$ cat config.mk
export PLATFORM = sky130hd
export DESIGN_NAME = numlock_code_tx
export DESIGN_NICKNAME = d
export VERILOG_FILES = /design/src/rtl/numlock_pkg.sv /design/src/rtl/numlock_cycle_timer.sv /design/src/rtl/numlock_code_tx.sv
export SDC_FILE = /design/constraint.sdc
export NUM_CORES = 1
export LEC_CHECK = 0
export CORE_MARGIN = 5
export CORE_UTILIZATION = 40
export CTS_CLUSTER_DIAMETER = 40
export CTS_CLUSTER_SIZE = 30
export DETAILED_ROUTE_END_ITERATION = 10
export HOLD_SLACK_MARGIN = 0.02
export PLACE_DENSITY = 0.72
export SETUP_SLACK_MARGIN = 0.15
export SYNTH_ARGS = -nofsm -noshare
export SYNTH_HDL_FRONTEND = slang
export SYNTH_SLANG_ARGS = --single-unit
$ cat constraint.sdc
create_clock -name Clk -period 4.05 [get_ports Clk]
set_input_delay 0.6075 -clock Clk [delete_from_list [all_inputs] [get_ports Clk]]
set_output_delay 0.6075 -clock Clk [all_outputs]
set_load 0.01 [all_outputs]
$ cat src/rtl/numlock_pkg.sv
// Shared definitions for the numlock code transmitter and detector:
// one-hot state encodings, the default unlock code and the symbol-to-key mapping.
package numlock_pkg;

    localparam int ST_W = 6;

    localparam logic [ST_W-1:0] ST_IDLE     = 6'b000001;
    localparam logic [ST_W-1:0] ST_PRESS    = 6'b000010;
    localparam logic [ST_W-1:0] ST_RELEASE  = 6'b000100;
    localparam logic [ST_W-1:0] ST_WAIT_ACK = 6'b001000;
    localparam logic [ST_W-1:0] ST_DONE     = 6'b010000;
    localparam logic [ST_W-1:0] ST_FAIL     = 6'b100000;

    localparam int         NUMLOCK_DEFAULT_LEN  = 4;
    localparam logic [7:0] NUMLOCK_DEFAULT_CODE = 8'b0000_1011;

    // A '1' symbol is a U press, a '0' symbol is a Z press; returns {U, Z}.
    function automatic logic [1:0] sym_to_keys(input logic sym);
        return {sym, ~sym};
    endfunction

endpackage

$ cat src/rtl/numlock_cycle_timer.sv
// Loadable down-counter with a zero flag; shared for press, gap and
// acknowledge-timeout intervals of the numlock transmitter.
module numlock_cycle_timer #(
    parameter int W = 4
) (
    input  logic         i_clk,
    input  logic         i_rst,
    input  logic         i_load,
    input  logic [W-1:0] i_value,
    input  logic         i_dec,
    output logic [W-1:0] o_count,
    output logic         o_zero
);

    logic [W-1:0] r_count;

    // Load wins over decrement; the counter parks at zero instead of wrapping.
    always_ff @(posedge i_clk) begin
        if (i_rst) begin
            r_count <= '0;
        end else if (i_load) begin
            r_count <= i_value;
        end else if (i_dec && (r_count != '0)) begin
            r_count <= r_count - 1'b1;
        end
    end

    assign o_count = r_count;
    assign o_zero  = (r_count == '0);

endmodule

$ cat src/rtl/numlock_code_tx.sv
// Replays a fixed unlock code as timed U/Z presses and waits for Unlock.
// Optional NUMLOCK_TX_RETRY_EN: resend the whole code once after the first ACK timeout.
module numlock_code_tx
    import numlock_pkg::*;
#(
    parameter int         CODE_LEN    = NUMLOCK_DEFAULT_LEN,
    parameter logic [7:0] CODE        = NUMLOCK_DEFAULT_CODE,
    parameter int         PRESS_CYC   = 4,
    parameter int         GAP_CYC     = 4,
    parameter int         ACK_TIMEOUT = 16
) (
    input  logic Clk,
    input  logic reset,
    input  logic Start,
    input  logic Unlock,
    output logic U,
    output logic Z,
    output logic Busy,
    output logic Done,
    output logic Fail,
    output logic q_Idle,
    output logic q_Press,
    output logic q_Release,
    output logic q_WaitAck,
    output logic q_Done,
    output logic q_Fail
);

    localparam int MAX_PG  = (PRESS_CYC > GAP_CYC) ? PRESS_CYC : GAP_CYC;
    localparam int MAX_CYC = (MAX_PG > ACK_TIMEOUT) ? MAX_PG : ACK_TIMEOUT;
    localparam int TMR_W   = (MAX_CYC > 1) ? $clog2(MAX_CYC) : 1;

    localparam logic [TMR_W-1:0] PRESS_LD = TMR_W'(PRESS_CYC - 1);
    localparam logic [TMR_W-1:0] GAP_LD   = TMR_W'(GAP_CYC - 1);
    localparam logic [TMR_W-1:0] ACK_LD   = TMR_W'(ACK_TIMEOUT - 1);
    localparam logic [3:0]       LAST_IDX = 4'(CODE_LEN - 1);

    logic [ST_W-1:0]  r_state;
    logic [3:0]       r_idx;
    logic             r_u;
    logic             r_z;

    logic [ST_W-1:0]  w_next_state;
    logic [3:0]       w_idx_next;
    logic             w_tmr_load;
    logic [TMR_W-1:0] w_tmr_val;
    logic             w_tmr_dec;
    logic             w_tmr_zero;
    logic [TMR_W-1:0] w_tmr_count;
    logic [1:0]       w_keys;

`ifdef NUMLOCK_TX_RETRY_EN
    logic r_retry;
    logic w_retry_set;
`endif

    numlock_cycle_timer #(.W(TMR_W)) u_timer (
        .i_clk   (Clk),
        .i_rst   (reset),
        .i_load  (w_tmr_load),
        .i_value (w_tmr_val),
        .i_dec   (w_tmr_dec),
        .o_count (w_tmr_count),
        .o_zero  (w_tmr_zero)
    );

    // Keys are registered from the next state so they line up with the state taps.
    assign w_keys = (w_next_state == ST_PRESS) ? sym_to_keys(CODE[w_idx_next[2:0]]) : 2'b00;

    always_ff @(posedge Clk) begin
        if (reset) begin
            r_state <= ST_IDLE;
            r_idx   <= '0;
            r_u     <= 1'b0;
            r_z     <= 1'b0;
        end else begin
            r_state <= w_next_state;
            r_idx   <= w_idx_next;
            r_u     <= w_keys[1];
            r_z     <= w_keys[0];
        end
    end

`ifdef NUMLOCK_TX_RETRY_EN
    always_ff @(posedge Clk) begin
        if (reset || (r_state == ST_IDLE)) begin
            r_retry <= 1'b0;
        end else if (w_retry_set) begin
            r_retry <= 1'b1;
        end
    end
`endif

    always_comb begin
        w_next_state = r_state;
        w_idx_next   = r_idx;
        w_tmr_load   = 1'b0;
        w_tmr_val    = '0;
        w_tmr_dec    = 1'b0;
`ifdef NUMLOCK_TX_RETRY_EN
        w_retry_set  = 1'b0;
`endif
        case (r_state)
            ST_IDLE: begin
                if (Start) begin
                    w_next_state = ST_PRESS;
                    w_idx_next   = LAST_IDX;
                    w_tmr_load   = 1'b1;
                    w_tmr_val    = PRESS_LD;
                end
            end
            ST_PRESS: begin
                if (w_tmr_zero) begin
                    w_next_state = ST_RELEASE;
                    w_tmr_load   = 1'b1;
                    w_tmr_val    = GAP_LD;
                end else begin
                    w_tmr_dec = 1'b1;
                end
            end
            ST_RELEASE: begin
                if (!w_tmr_zero) begin
                    w_tmr_dec = 1'b1;
                end else if (r_idx == '0) begin
                    w_next_state = ST_WAIT_ACK;
                    w_tmr_load   = 1'b1;
                    w_tmr_val    = ACK_LD;
                end else begin
                    w_next_state = ST_PRESS;
                    w_idx_next   = r_idx - 1'b1;
                    w_tmr_load   = 1'b1;
                    w_tmr_val    = PRESS_LD;
                end
            end
            ST_WAIT_ACK: begin
                // Unlock beats the timeout when both land in the same cycle.
                if (Unlock) begin
                    w_next_state = ST_DONE;
                end else if (w_tmr_zero) begin
`ifdef NUMLOCK_TX_RETRY_EN
                    if (!r_retry) begin
                        w_next_state = ST_RELEASE;
                        w_idx_next   = 4'(CODE_LEN);
                        w_tmr_load   = 1'b1;
                        w_tmr_val    = GAP_LD;
                        w_retry_set  = 1'b1;
                    end else begin
                        w_next_state = ST_FAIL;
                    end
`else
                    w_next_state = ST_FAIL;
`endif
                end else begin
                    w_tmr_dec = 1'b1;
                end
            end
            ST_DONE:  w_next_state = ST_IDLE;
            ST_FAIL:  w_next_state = ST_IDLE;
            default:  w_next_state = ST_IDLE;
        endcase
    end

    always_comb begin
        U         = r_u;
        Z         = r_z;
        Busy      = (r_state != ST_IDLE);
        Done      = (r_state == ST_DONE);
        Fail      = (r_state == ST_FAIL);
        q_Idle    = (r_state == ST_IDLE);
        q_Press   = (r_state == ST_PRESS);
        q_Release = (r_state == ST_RELEASE);
        q_WaitAck = (r_state == ST_WAIT_ACK);
        q_Done    = (r_state == ST_DONE);
        q_Fail    = (r_state == ST_FAIL);
    end

endmodule

==> results.sh, run 1 <==
export IMPL_status="completed"
export IMPL_layout_commonest_cell="sky130_fd_sc_hd__dfxtp_1"
export IMPL_drt_pass1_iter_count=4
export IMPL_timing_rr_start="u_timer.o_count[0]"
export IMPL_routedWlPerCell_um=13.9
export IMPL_clkLatencyLatePin_ns=0.29
export IMPL_max_freq_ghz=0.384
export IMPL_tns_ns=0
export IMPL_row_count=18
export IMPL_hold_slack_ns=0.505
export IMPL_avgViaCountPerCell=5.53
export IMPL_syn_mean_instance_area_um2=8.86
export IMPL_min_delay_path_depth=1
export IMPL_routed_via_count=873
export IMPL_finalWorstSetupSlack_ns=1.45
export IMPL_cts_resized=0
export IMPL_top_ports=15
export IMPL_clock_tree_from_tritoncts="built"
export IMPL_cts_htree_levels=1
export IMPL_timing_max_cap_violations=0
export IMPL_critPathSlowestCell="sky130_fd_sc_hd__or4_4"
export IMPL_post_synth_edffs=0
export IMPL_timing_hold_worst_start="u_timer.o_count[0]"
export IMPL_global_route_usage_total=0.137
export IMPL_postCtsSetupBuffers=0
export IMPL_total_wirelength_mm=2.20
export IMPL_timing_critical_path_from_type="flop"
export IMPL_cp_data_arrival_time_ns=1.99
export IMPL_hold_viol_final=0
export IMPL_cts_hold_repair_buffers=0
export IMPL_r2r_worst_path_cells=6
export IMPL_multi_input_area_um2=643
export IMPL_report_final_slew_viol_count=0
export IMPL_path_cells="or4_4, nor2_1, clkdlybuf4s50_1"
export IMPL_dpl_hpwl_mm=1.64
export IMPL_timing_setup_critical_path_class="flop to primary output"
export IMPL_worstSetupEndpointType="primary output"
export IMPL_finalSetupViolCount=0
export IMPL_floorplan_core_area_mm2=0.00248
export IMPL_fin_crit_ns=2.60
export IMPL_ys_async_sr_fraction=0
export IMPL_power_ir_vdd_worst_v=0.000179
export IMPL_layout_nets=135
export IMPL_post_route_util=0.487
export IMPL_layout_drive_gt1_share=0.195
export IMPL_timing_worst_slew_pin_value_ns=0.578
export IMPL_detail_route_iter0_violations=31
export IMPL_hold_path_class="flop to flop"
export IMPL_worst_r2r_endpoint="Z"
export IMPL_critical_path_peak_fanout=11
export IMPL_floorplan_initialDensity=0.415
export IMPL_grt_met2_use=0.234
export IMPL_grt_max_degree=13
export IMPL_worst_path_largest_cell_delay_ns=0.59
export IMPL_clkTransAtPathRegs_ns=0.10
export IMPL_die_height_um=60.7
export IMPL_top_usage_layer="met2"
export IMPL_number_of_antenna_violations_at_the_first_check_in_global_routing=0
export IMPL_syn_inst=116
export IMPL_clk_root_buffer_cell="sky130_fd_sc_hd__clkbuf_4"
export IMPL_cellPowerDensity_mw_per_mm2=358
export IMPL_fillCellCount=236
export IMPL_critical_path_n_buffers_inverters=1
export IMPL_netlist_cell_type_count=45
export IMPL_synth_seq_area_share=0.312
export IMPL_synth_area_mm2=0.00103
export IMPL_top_library_cells_by_usage_in_the_layout_fill_and_taps_aside="sky130_fd_sc_hd__dfxtp_1, sky130_fd_sc_hd__clkdlybuf4s50_1, sky130_fd_sc_hd__nor2_1"
export IMPL_maxSlewHeadroom=0.614
export IMPL_storage_element_area_um2=320
export IMPL_layout_area_overhead_vs_synth_pct=17.5
export IMPL_leakage_nw=0.435
export IMPL_post_dp_cell_area_mm2=0.00117
export IMPL_global_route_wire_length_before_repair_mm=3.77
export IMPL_cts_made_buffers=3
export IMPL_setup_repair_after_global_routing_missed_its_margin="no"
export IMPL_gp_routability_congestion=0.882
export IMPL_post_route_drc_count=0
export IMPL_detail_route_antenna_nets=0
export IMPL_reg2reg_setup_slack_ns=1.98
export IMPL_insertedDiodeCount=0
export IMPL_buffer_ports_inserted=14
export IMPL_total_number_of_clock_tree_sinks=16
export IMPL_grt_use_met3=0.0255
export IMPL_vias_in_the_first_global_route=878
export IMPL_flip_flop_cell_with_the_highest_count_after_synthesis="sky130_fd_sc_hd__dfxtp_1"
export IMPL_crit_required_ns=3.44
export IMPL_ys_seq_elements=16
export IMPL_die_w_um=60.7
export IMPL_finClkSkew_ns=0.00274
export IMPL_cts_path_max_buffers=2
export IMPL_hold_path_endpoint="u_timer.o_count[0]"
export IMPL_critical_path_top_delay_family="simple AND/OR/NAND/NOR gates"
export IMPL_finish_instance_area_mm2=0.00121
export IMPL_final_period_utilization=0.643
export IMPL_ys_warn_count=0
export IMPL_dpl_worst_slack_ns=1.77
export IMPL_global_route_usage_met1=0.160
export IMPL_overall_overflow_remaining_after_global_route=0
export IMPL_die_area_mm2=0.00368
export IMPL_synth_nets=122
==> synth_stat cells (all sizes together), types with 3 or more instances <==
master	number	area share
dfxtp	16	0.31
nor2	13	0.048
a21oi	9	0.048
inv	8	0.029
nand3	7	0.034
o21ai	6	0.033
buf	5	0.029
nor3	5	0.040
and3	4	0.026
nand4	4	0.030
nor4	4	0.045
a211oi	3	0.027
nand2	3	0.011
==> per-layer routing <==
| metal | vias up | share of wire |
|---|---|---|
| li1 | 450 | - |
| met2 | 21 | 0.47 |
| met1 | 397 | 0.45 |
| met5 | - | 0 |
| met3 | 5 | 0.058 |
| met4 | 0 | 0.024 |
==> cell families after synthesis <==
kind of cell,after synthesis,synth area share
AO/OA/AOI/OAI,26,0.203
adder cells (fa/ha/maj),2,0.0244
buffers and inverters,14,0.0621
flip-flops,16,0.312
AND/OR/NAND/NOR,54,0.364
XOR/XNOR,4,0.0341
==> report_power, final <==
group          total, mW  switching (mW)  leakage (nW)  internal, mW
registers          0.188          0.0188         0.131         0.170
clock network      0.108          0.0537        0.0210        0.0548
logic              0.136          0.0722         0.284        0.0635
total              0.433           0.145         0.435         0.288
==> area by class of cell <==
cell class | instances | area share
tap | 30 | 0.0311
timing repair buffer | 14 | 0.116
multi-input combinational | 86 | 0.533
sequential | 16 | 0.265
inverter | 8 | 0.0249
clock buffer | 4 | 0.0301
==> worst register-to-register path, stage by stage, from the launching register on <==
cell and delay, ns:
sky130_fd_sc_hd__dfxtp_1 0.35, sky130_fd_sc_hd__inv_1 0.06, sky130_fd_sc_hd__ha_1 0.19, sky130_fd_sc_hd__nor3b_2 0.44, sky130_fd_sc_hd__nand4_2 0.30, sky130_fd_sc_hd__o41a_1 0.46
sky130_fd_sc_hd__a211oi_2 0.21
==> worst max path at each step <==
stage / endpoint / slack (ns) / cells past startpoint / from
finish: q_WaitAck / 1.45 / 3 / r_state[0]
global placement: q_WaitAck / 1.80 / 3 / r_state[4]
CTS: q_WaitAck / 1.43 / 3 / r_state[4]
detailed placement: q_WaitAck / 1.77 / 3 / r_state[4]
floorplan: Z / 2.25 / 6 / u_timer.o_count[0]
global route: q_WaitAck / 1.34 / 3 / r_state[0]
==> through the flow <==
step / instances / total power [mW]
after detailed placement: 154 / 0.328
after global routing: 158 / 0.460
after floorplan: 116 / 0.289
after CTS: 158 / 0.435
final: 158 / 0.433
after global placement: 154 / 0.324
==> sequential cells by signal, indices dropped and copies added (netlist names) <==
register and flops:
U 1, u_timer.o_count 4, r_idx 4, Z 1, r_state 6
Power figures use the tool's default switching activity.
==> run 2, diff against run 1 <==
--- a/config.mk
+++ b/config.mk
@@ -11,7 +11,7 @@
 export CTS_CLUSTER_SIZE = 30
 export DETAILED_ROUTE_END_ITERATION = 10
 export HOLD_SLACK_MARGIN = 0.02
-export PLACE_DENSITY = 0.72
+export PLACE_DENSITY = 0.74
 export SETUP_SLACK_MARGIN = 0.15
 export SYNTH_ARGS = -nofsm -noshare
 export SYNTH_HDL_FRONTEND = slang
==> constraint.sdc (replaced) <==
create_clock -name Clk -period 2.12 [get_ports Clk]
set_input_delay 0.318 -clock Clk [delete_from_list [all_inputs] [get_ports Clk]]
set_output_delay 0.318 -clock Clk [all_outputs]
set_load 0.01 [all_outputs]
==> run 2 against run 1 <==
Critical path type unchanged. Global-route usage up 1.1 points. Register-to-register slack worse by 1.7 ns. Routed wire length up 14%. Clock power is 92% higher. Die area is the same. Hold slack gained 0.014 ns. Via count increased by 11%. Clock skew is 0.0022 ns higher. Critical path depth did not move. Flip-flop and latch count did not move.
==> results.sh, run 2 (same netlist as run 1, synthesis figures left out) <==
export IMPL_worst_r2r_endpoint="u_timer.o_count[3]"
export IMPL_gp_routability_congestion=0.857
export IMPL_finalSetupViolCount=0
export IMPL_report_final_slew_viol_count=0
export IMPL_hold_path_endpoint="u_timer.o_count[0]"
export IMPL_timing_critical_path_from_type="flop"
export IMPL_floorplan_initialDensity=0.415
export IMPL_worstSetupEndpointType="primary output"
export IMPL_row_count=18
export IMPL_routed_via_count=967
export IMPL_reg2reg_setup_slack_ns=0.27
export IMPL_layout_nets=146
export IMPL_timing_hold_worst_start="u_timer.o_count[0]"
export IMPL_hold_viol_final=0
export IMPL_global_route_wire_length_before_repair_mm=4.18
export IMPL_timing_rr_start="r_state[1]"
export IMPL_cp_data_arrival_time_ns=1.71
export IMPL_cellPowerDensity_mw_per_mm2=658
export IMPL_floorplan_core_area_mm2=0.00248
export IMPL_avgViaCountPerCell=5.72
export IMPL_detail_route_antenna_nets=0
export IMPL_number_of_antenna_violations_at_the_first_check_in_global_routing=0
export IMPL_total_power_mw=0.881
export IMPL_overall_overflow_remaining_after_global_route=0
export IMPL_die_height_um=60.7
export IMPL_cts_path_max_buffers=2
export IMPL_crit_required_ns=1.80
export IMPL_routedWlPerCell_um=14.8
export IMPL_instances_no_fill=169
export IMPL_dpl_hpwl_mm=1.74
export IMPL_setup_repair_after_global_routing_missed_its_margin="yes"
export IMPL_tns_ns=0
export IMPL_top_library_cells_by_usage_in_the_layout_fill_and_taps_aside="sky130_fd_sc_hd__nor2_1, sky130_fd_sc_hd__dfxtp_1, sky130_fd_sc_hd__buf_4"
export IMPL_clock_tree_from_tritoncts="built"
export IMPL_top_ports=15
export IMPL_die_area_mm2=0.00368
export IMPL_status="completed"
export IMPL_final_period_utilization=0.956
export IMPL_total_wirelength_mm=2.51
export IMPL_fin_crit_ns=2.03
export IMPL_largest_register_ff_count=6
export IMPL_worst_path_largest_cell_delay_ns=0.58
export IMPL_clk_root_buffer_cell="sky130_fd_sc_hd__clkbuf_4"
export IMPL_vias_in_the_first_global_route=904
export IMPL_max_freq_ghz=0.493
export IMPL_timing_max_cap_violations=0
export IMPL_regMostFlops="r_state"
export IMPL_grt_max_degree=12
export IMPL_min_delay_path_depth=1
export IMPL_path_cells="or4_4, nor2_1, clkdlybuf4s15_1"
export IMPL_critPathSlowestCell="sky130_fd_sc_hd__or4_4"
export IMPL_r2r_worst_path_cells=8
export IMPL_power_ir_vdd_worst_v=0.000715
export IMPL_clkTransAtPathRegs_ns=0.10
export IMPL_maxSlewHeadroom=0.749
export IMPL_timing_worst_slew_pin_value_ns=0.376
export IMPL_fillCellCount=223
export IMPL_hold_path_class="flop to flop"
export IMPL_critical_path_peak_fanout=8
export IMPL_global_route_usage_total=0.148
export IMPL_layout_drive_gt1_share=0.345
export IMPL_finClkSkew_ns=0.00493
export IMPL_drt_pass1_iter_count=4
export IMPL_die_w_um=60.7
export IMPL_cts_made_buffers=3
export IMPL_insertedDiodeCount=0
export IMPL_placed_cells=158
export IMPL_timing_setup_critical_path_class="flop to primary output"
export IMPL_layout_commonest_cell="sky130_fd_sc_hd__nor2_1"
export IMPL_critical_path_n_buffers_inverters=1
export IMPL_post_route_drc_count=0
export IMPL_hold_slack_ns=0.519
export IMPL_buffer_ports_inserted=14
export IMPL_clkLatencyLatePin_ns=0.29
export IMPL_total_number_of_clock_tree_sinks=16
export IMPL_leakage_nw=0.540
export IMPL_layout_area_overhead_vs_synth_pct=30.3
export IMPL_detail_route_iter0_violations=22
export IMPL_cts_htree_levels=1
export IMPL_critical_path_top_delay_family="simple AND/OR/NAND/NOR gates"
## run 2: cell count changes in the layout (fill, tap and decap cells not counted), sizes merged
cell / before / now
buf: 0 / 11
dlygate4sd2: 0 / 6
dlymetal6s2s: 0 / 1
clkdlybuf4s50: 14 / 6
clkdlybuf4s15: 0 / 1
## run 2: what timing repair did
action	CTS	global route
gates cloned	0	0
endpoints found under the setup margin	9	7
gates resized for setup	19	9
setup buffers	4	3
pin swaps	4	5
hold buffers	0	0
## run 2: worst max path at each step
stage,endpoint,start,slack [ns],depth (start not counted)
global placement,q_WaitAck,r_state[4],0.15,3
detailed placement,q_WaitAck,r_state[4],0.14,3
finish,q_WaitAck,r_state[4],0.09,3
floorplan,Z,u_timer.o_count[0],0.32,6
global route,q_WaitAck,r_state[4],0.07,3
CTS,q_WaitAck,r_state[4],0.14,3
## run 2: layout make-up
cell class | count | area [um^2] | area share
Clock buffer | 4 | 36.3 | 0.0271
Inverter | 8 | 30.0 | 0.0224
Multi-Input combinational cell | 86 | 678 | 0.507
Sequential cell | 16 | 335 | 0.250
Tap cell | 30 | 37.5 | 0.0280
Timing Repair Buffer | 25 | 221 | 0.165
## run 2: worst reg2reg max path, stage by stage, from the launching register on
cell,delay [ns]
sky130_fd_sc_hd__dfxtp_4,0.38
sky130_fd_sc_hd__buf_6,0.13
sky130_fd_sc_hd__nor4_4,0.27
sky130_fd_sc_hd__nand2_1,0.13
sky130_fd_sc_hd__buf_4,0.15
sky130_fd_sc_hd__buf_4,0.13
sky130_fd_sc_hd__or3_4,0.34
sky130_fd_sc_hd__a21o_1,0.17
sky130_fd_sc_hd__a21oi_2,0.11
## run 2: power breakdown
part           total (mW)  switching [mW]  internal (mW)  leakage (nW)
combinational       0.315           0.160          0.155         0.385
sequential          0.359          0.0343          0.325         0.134
clock               0.207           0.102          0.105        0.0210
## run 2: per-stage QoR
step           worst slack (ns)  instance area [um^2]   util
2_1_floorplan             0.318                  1030      -
3_3_place_gp              0.150                  1200  0.485
3_5_place_dp              0.136                  1200  0.485
4_1_cts                   0.142                  1290  0.521
5_1_grt                  0.0697                  1340  0.540
6_report                 0.0936                  1340  0.540
## run 2: layer usage
layer	wire (um)	share of wire	track usage	up-vias
met5	0	0	0	-
met3	139	0.055	0.0447	6
met4	45	0.018	0.0341	0
met1	1040	0.42	0.186	456
li1	-	-	-	476
met2	1280	0.51	0.250	29
==> run 3, diff against run 2 <==
--- a/config.mk
+++ b/config.mk
@@ -11,7 +11,9 @@
 export CTS_CLUSTER_SIZE = 30
 export DETAILED_ROUTE_END_ITERATION = 10
 export HOLD_SLACK_MARGIN = 0.02
+export MAX_ROUTING_LAYER = met4
 export PLACE_DENSITY = 0.74
+export REMOVE_ABC_BUFFERS = 1
 export SETUP_SLACK_MARGIN = 0.15
 export SYNTH_ARGS = -nofsm -noshare
 export SYNTH_HDL_FRONTEND = slang
==> run 3 against run 2 <==
Sequential power fell by 2%. Maximum frequency is 6.6% higher. Register-to-register slack got worse by 0.05 ns. Flip-flop and latch count is the same. Non-clock buffer count is 3 lower. Worst setup slack gained 0.13 ns. Power fell by 5.7%. Clock-buffer cell count down 1. Largest cell class unchanged. Largest power group unchanged.
==> results.sh, run 3 (same netlist as run 1, synthesis figures left out) <==
export IMPL_status="completed"
export IMPL_vias_in_the_first_global_route=978
export IMPL_avgViaCountPerCell=5.87
export IMPL_global_route_wire_length_before_repair_mm=4.35
export IMPL_final_period_utilization=0.896
export IMPL_detail_route_antenna_nets=0
export IMPL_row_count=18
export IMPL_global_route_usage_total=0.162
export IMPL_clock_tree_from_tritoncts="built"
export IMPL_hold_viol_final=0
export IMPL_routedWlPerCell_um=16.1
export IMPL_post_route_util=0.520
export IMPL_placed_cells=159
export IMPL_cts_htree_levels=1
export IMPL_finClkSkew_ns=0.00479
export IMPL_detail_route_iter0_violations=39
export IMPL_cts_path_max_buffers=2
export IMPL_critical_path_n_buffers_inverters=1
export IMPL_layout_nets=143
export IMPL_clk_root_buffer_cell="sky130_fd_sc_hd__clkbuf_4"
export IMPL_number_of_antenna_violations_at_the_first_check_in_global_routing=0
export IMPL_r2r_worst_path_cells=6
export IMPL_timing_worst_slew_pin_value_ns=0.377
export IMPL_top_library_cells_by_usage_in_the_layout_fill_and_taps_aside="sky130_fd_sc_hd__nor2_1, sky130_fd_sc_hd__dfxtp_1, sky130_fd_sc_hd__inv_1, sky130_fd_sc_hd__a21oi_1, sky130_fd_sc_hd__buf_4"
export IMPL_layout_commonest_cell="sky130_fd_sc_hd__nor2_1"
export IMPL_timing_setup_critical_path_class="flop to flop"
export IMPL_instances_no_fill=165
export IMPL_gp_routability_congestion=0.885
export IMPL_fillCellCount=247
export IMPL_cts_hold_repair_buffers=0
export IMPL_crit_required_ns=2.34
export IMPL_grt_max_degree=12
export IMPL_finalSetupViolCount=0
export IMPL_leakage_nw=0.524
export IMPL_worst_r2r_endpoint="u_timer.o_count[3]"
export IMPL_worst_setup_path_endpoint="u_timer.o_count[3]"
export IMPL_total_wirelength_mm=2.65
export IMPL_finish_instance_area_mm2=0.00129
export IMPL_critPathSlowestCell="sky130_fd_sc_hd__or3b_2"
export IMPL_worstSetupEndpointType="flop"
export IMPL_maxSlewHeadroom=0.748
export IMPL_setup_repair_after_global_routing_missed_its_margin="no"
export IMPL_post_route_drc_count=0
export IMPL_dpl_hpwl_mm=1.96
export IMPL_hold_path_class="flop to flop"
export IMPL_drt_pass1_iter_count=4
export IMPL_critical_path_peak_fanout=4
export IMPL_layout_drive_gt1_share=0.311
export IMPL_path_depth=6
export IMPL_largest_register_ff_count=6
export IMPL_insertedDiodeCount=0
export IMPL_die_height_um=60.7
export IMPL_cts_made_buffers=3
export IMPL_floorplan_core_area_mm2=0.00248
export IMPL_report_final_slew_viol_count=0
export IMPL_cp_data_arrival_time_ns=2.12
export IMPL_floorplan_initialDensity=0.415
export IMPL_fin_crit_ns=1.90
export IMPL_tns_ns=0
export IMPL_power_ir_vdd_worst_v=0.000512
export IMPL_cellPowerDensity_mw_per_mm2=645
export IMPL_hold_slack_ns=0.503
export IMPL_crit_path_start="r_idx[0]"
export IMPL_path_cells="inv_1, ha_1, or3b_2, or3_4, a21o_1, a21oi_2"
export IMPL_total_number_of_clock_tree_sinks=16
export IMPL_timing_rr_start="r_idx[0]"
export IMPL_die_w_um=60.7
export IMPL_total_power_mw=0.830
export IMPL_finalWorstSetupSlack_ns=0.219
export IMPL_timing_critical_path_from_type="flop"
export IMPL_max_freq_ghz=0.526
export IMPL_die_area_mm2=0.00368
export IMPL_clkLatencyLatePin_ns=0.28
export IMPL_clkTransAtPathRegs_ns=0.09
export IMPL_routed_via_count=969
export IMPL_post_dp_cell_area_mm2=0.00121
export IMPL_timing_max_cap_violations=0
export IMPL_reg2reg_setup_slack_ns=0.22
export IMPL_top_ports=15
export IMPL_buffer_ports_inserted=14
export IMPL_overall_overflow_remaining_after_global_route=0
export IMPL_dpl_worst_slack_ns=0.176
export IMPL_regMostFlops="r_state"
export IMPL_critical_path_top_delay_family="simple AND/OR/NAND/NOR gates"
export IMPL_layout_area_overhead_vs_synth_pct=25.3
export IMPL_worst_path_largest_cell_delay_ns=0.51
[run 3: worst min-delay path by stage]
stage | cells after the start | endpoint | slack [ns] | start
floorplan | 1 | u_timer.o_count[3] | 0.38 | reset
global placement | 1 | u_timer.o_count[0] | 0.47 | u_timer.o_count[0]
detailed placement | 1 | u_timer.o_count[0] | 0.48 | u_timer.o_count[0]
CTS | 1 | u_timer.o_count[0] | 0.50 | u_timer.o_count[0]
global route | 1 | u_timer.o_count[0] | 0.54 | u_timer.o_count[0]
finish | 1 | u_timer.o_count[0] | 0.50 | u_timer.o_count[0]
[run 3: layer usage]
layer  track usage  wire length [um]
met1         0.176              1160
met4        0.0526                21
met3        0.0489               145
met5             -                 0
met2         0.279              1320
[run 3: layout make-up]
| type | count | area [um^2] | area share |
|---|---|---|---|
| multi-input cells | 86 | 678 | 0.527 |
| flip-flops and latches | 16 | 329 | 0.256 |
| repair buffers | 22 | 190 | 0.148 |
| well taps | 30 | 37.5 | 0.0292 |
| inverters | 8 | 30.0 | 0.0233 |
| clock buffers | 3 | 22.5 | 0.0175 |
[run 3: what timing repair did]
| action | 4_1_cts | 5_1_grt |
|---|---|---|
| pin swaps | 3 | 0 |
| endpoints found under the setup margin | 9 | 6 |
| resized for setup | 15 | 8 |
| buffers inserted | 3 | 0 |
[run 3: power breakdown]
group | internal, mW | total [mW] | switching [mW] | leakage (nW)
logic | 0.149 | 0.321 | 0.172 | 0.377
registers | 0.324 | 0.352 | 0.0283 | 0.133
clock network | 0.0659 | 0.158 | 0.0916 | 0.0138
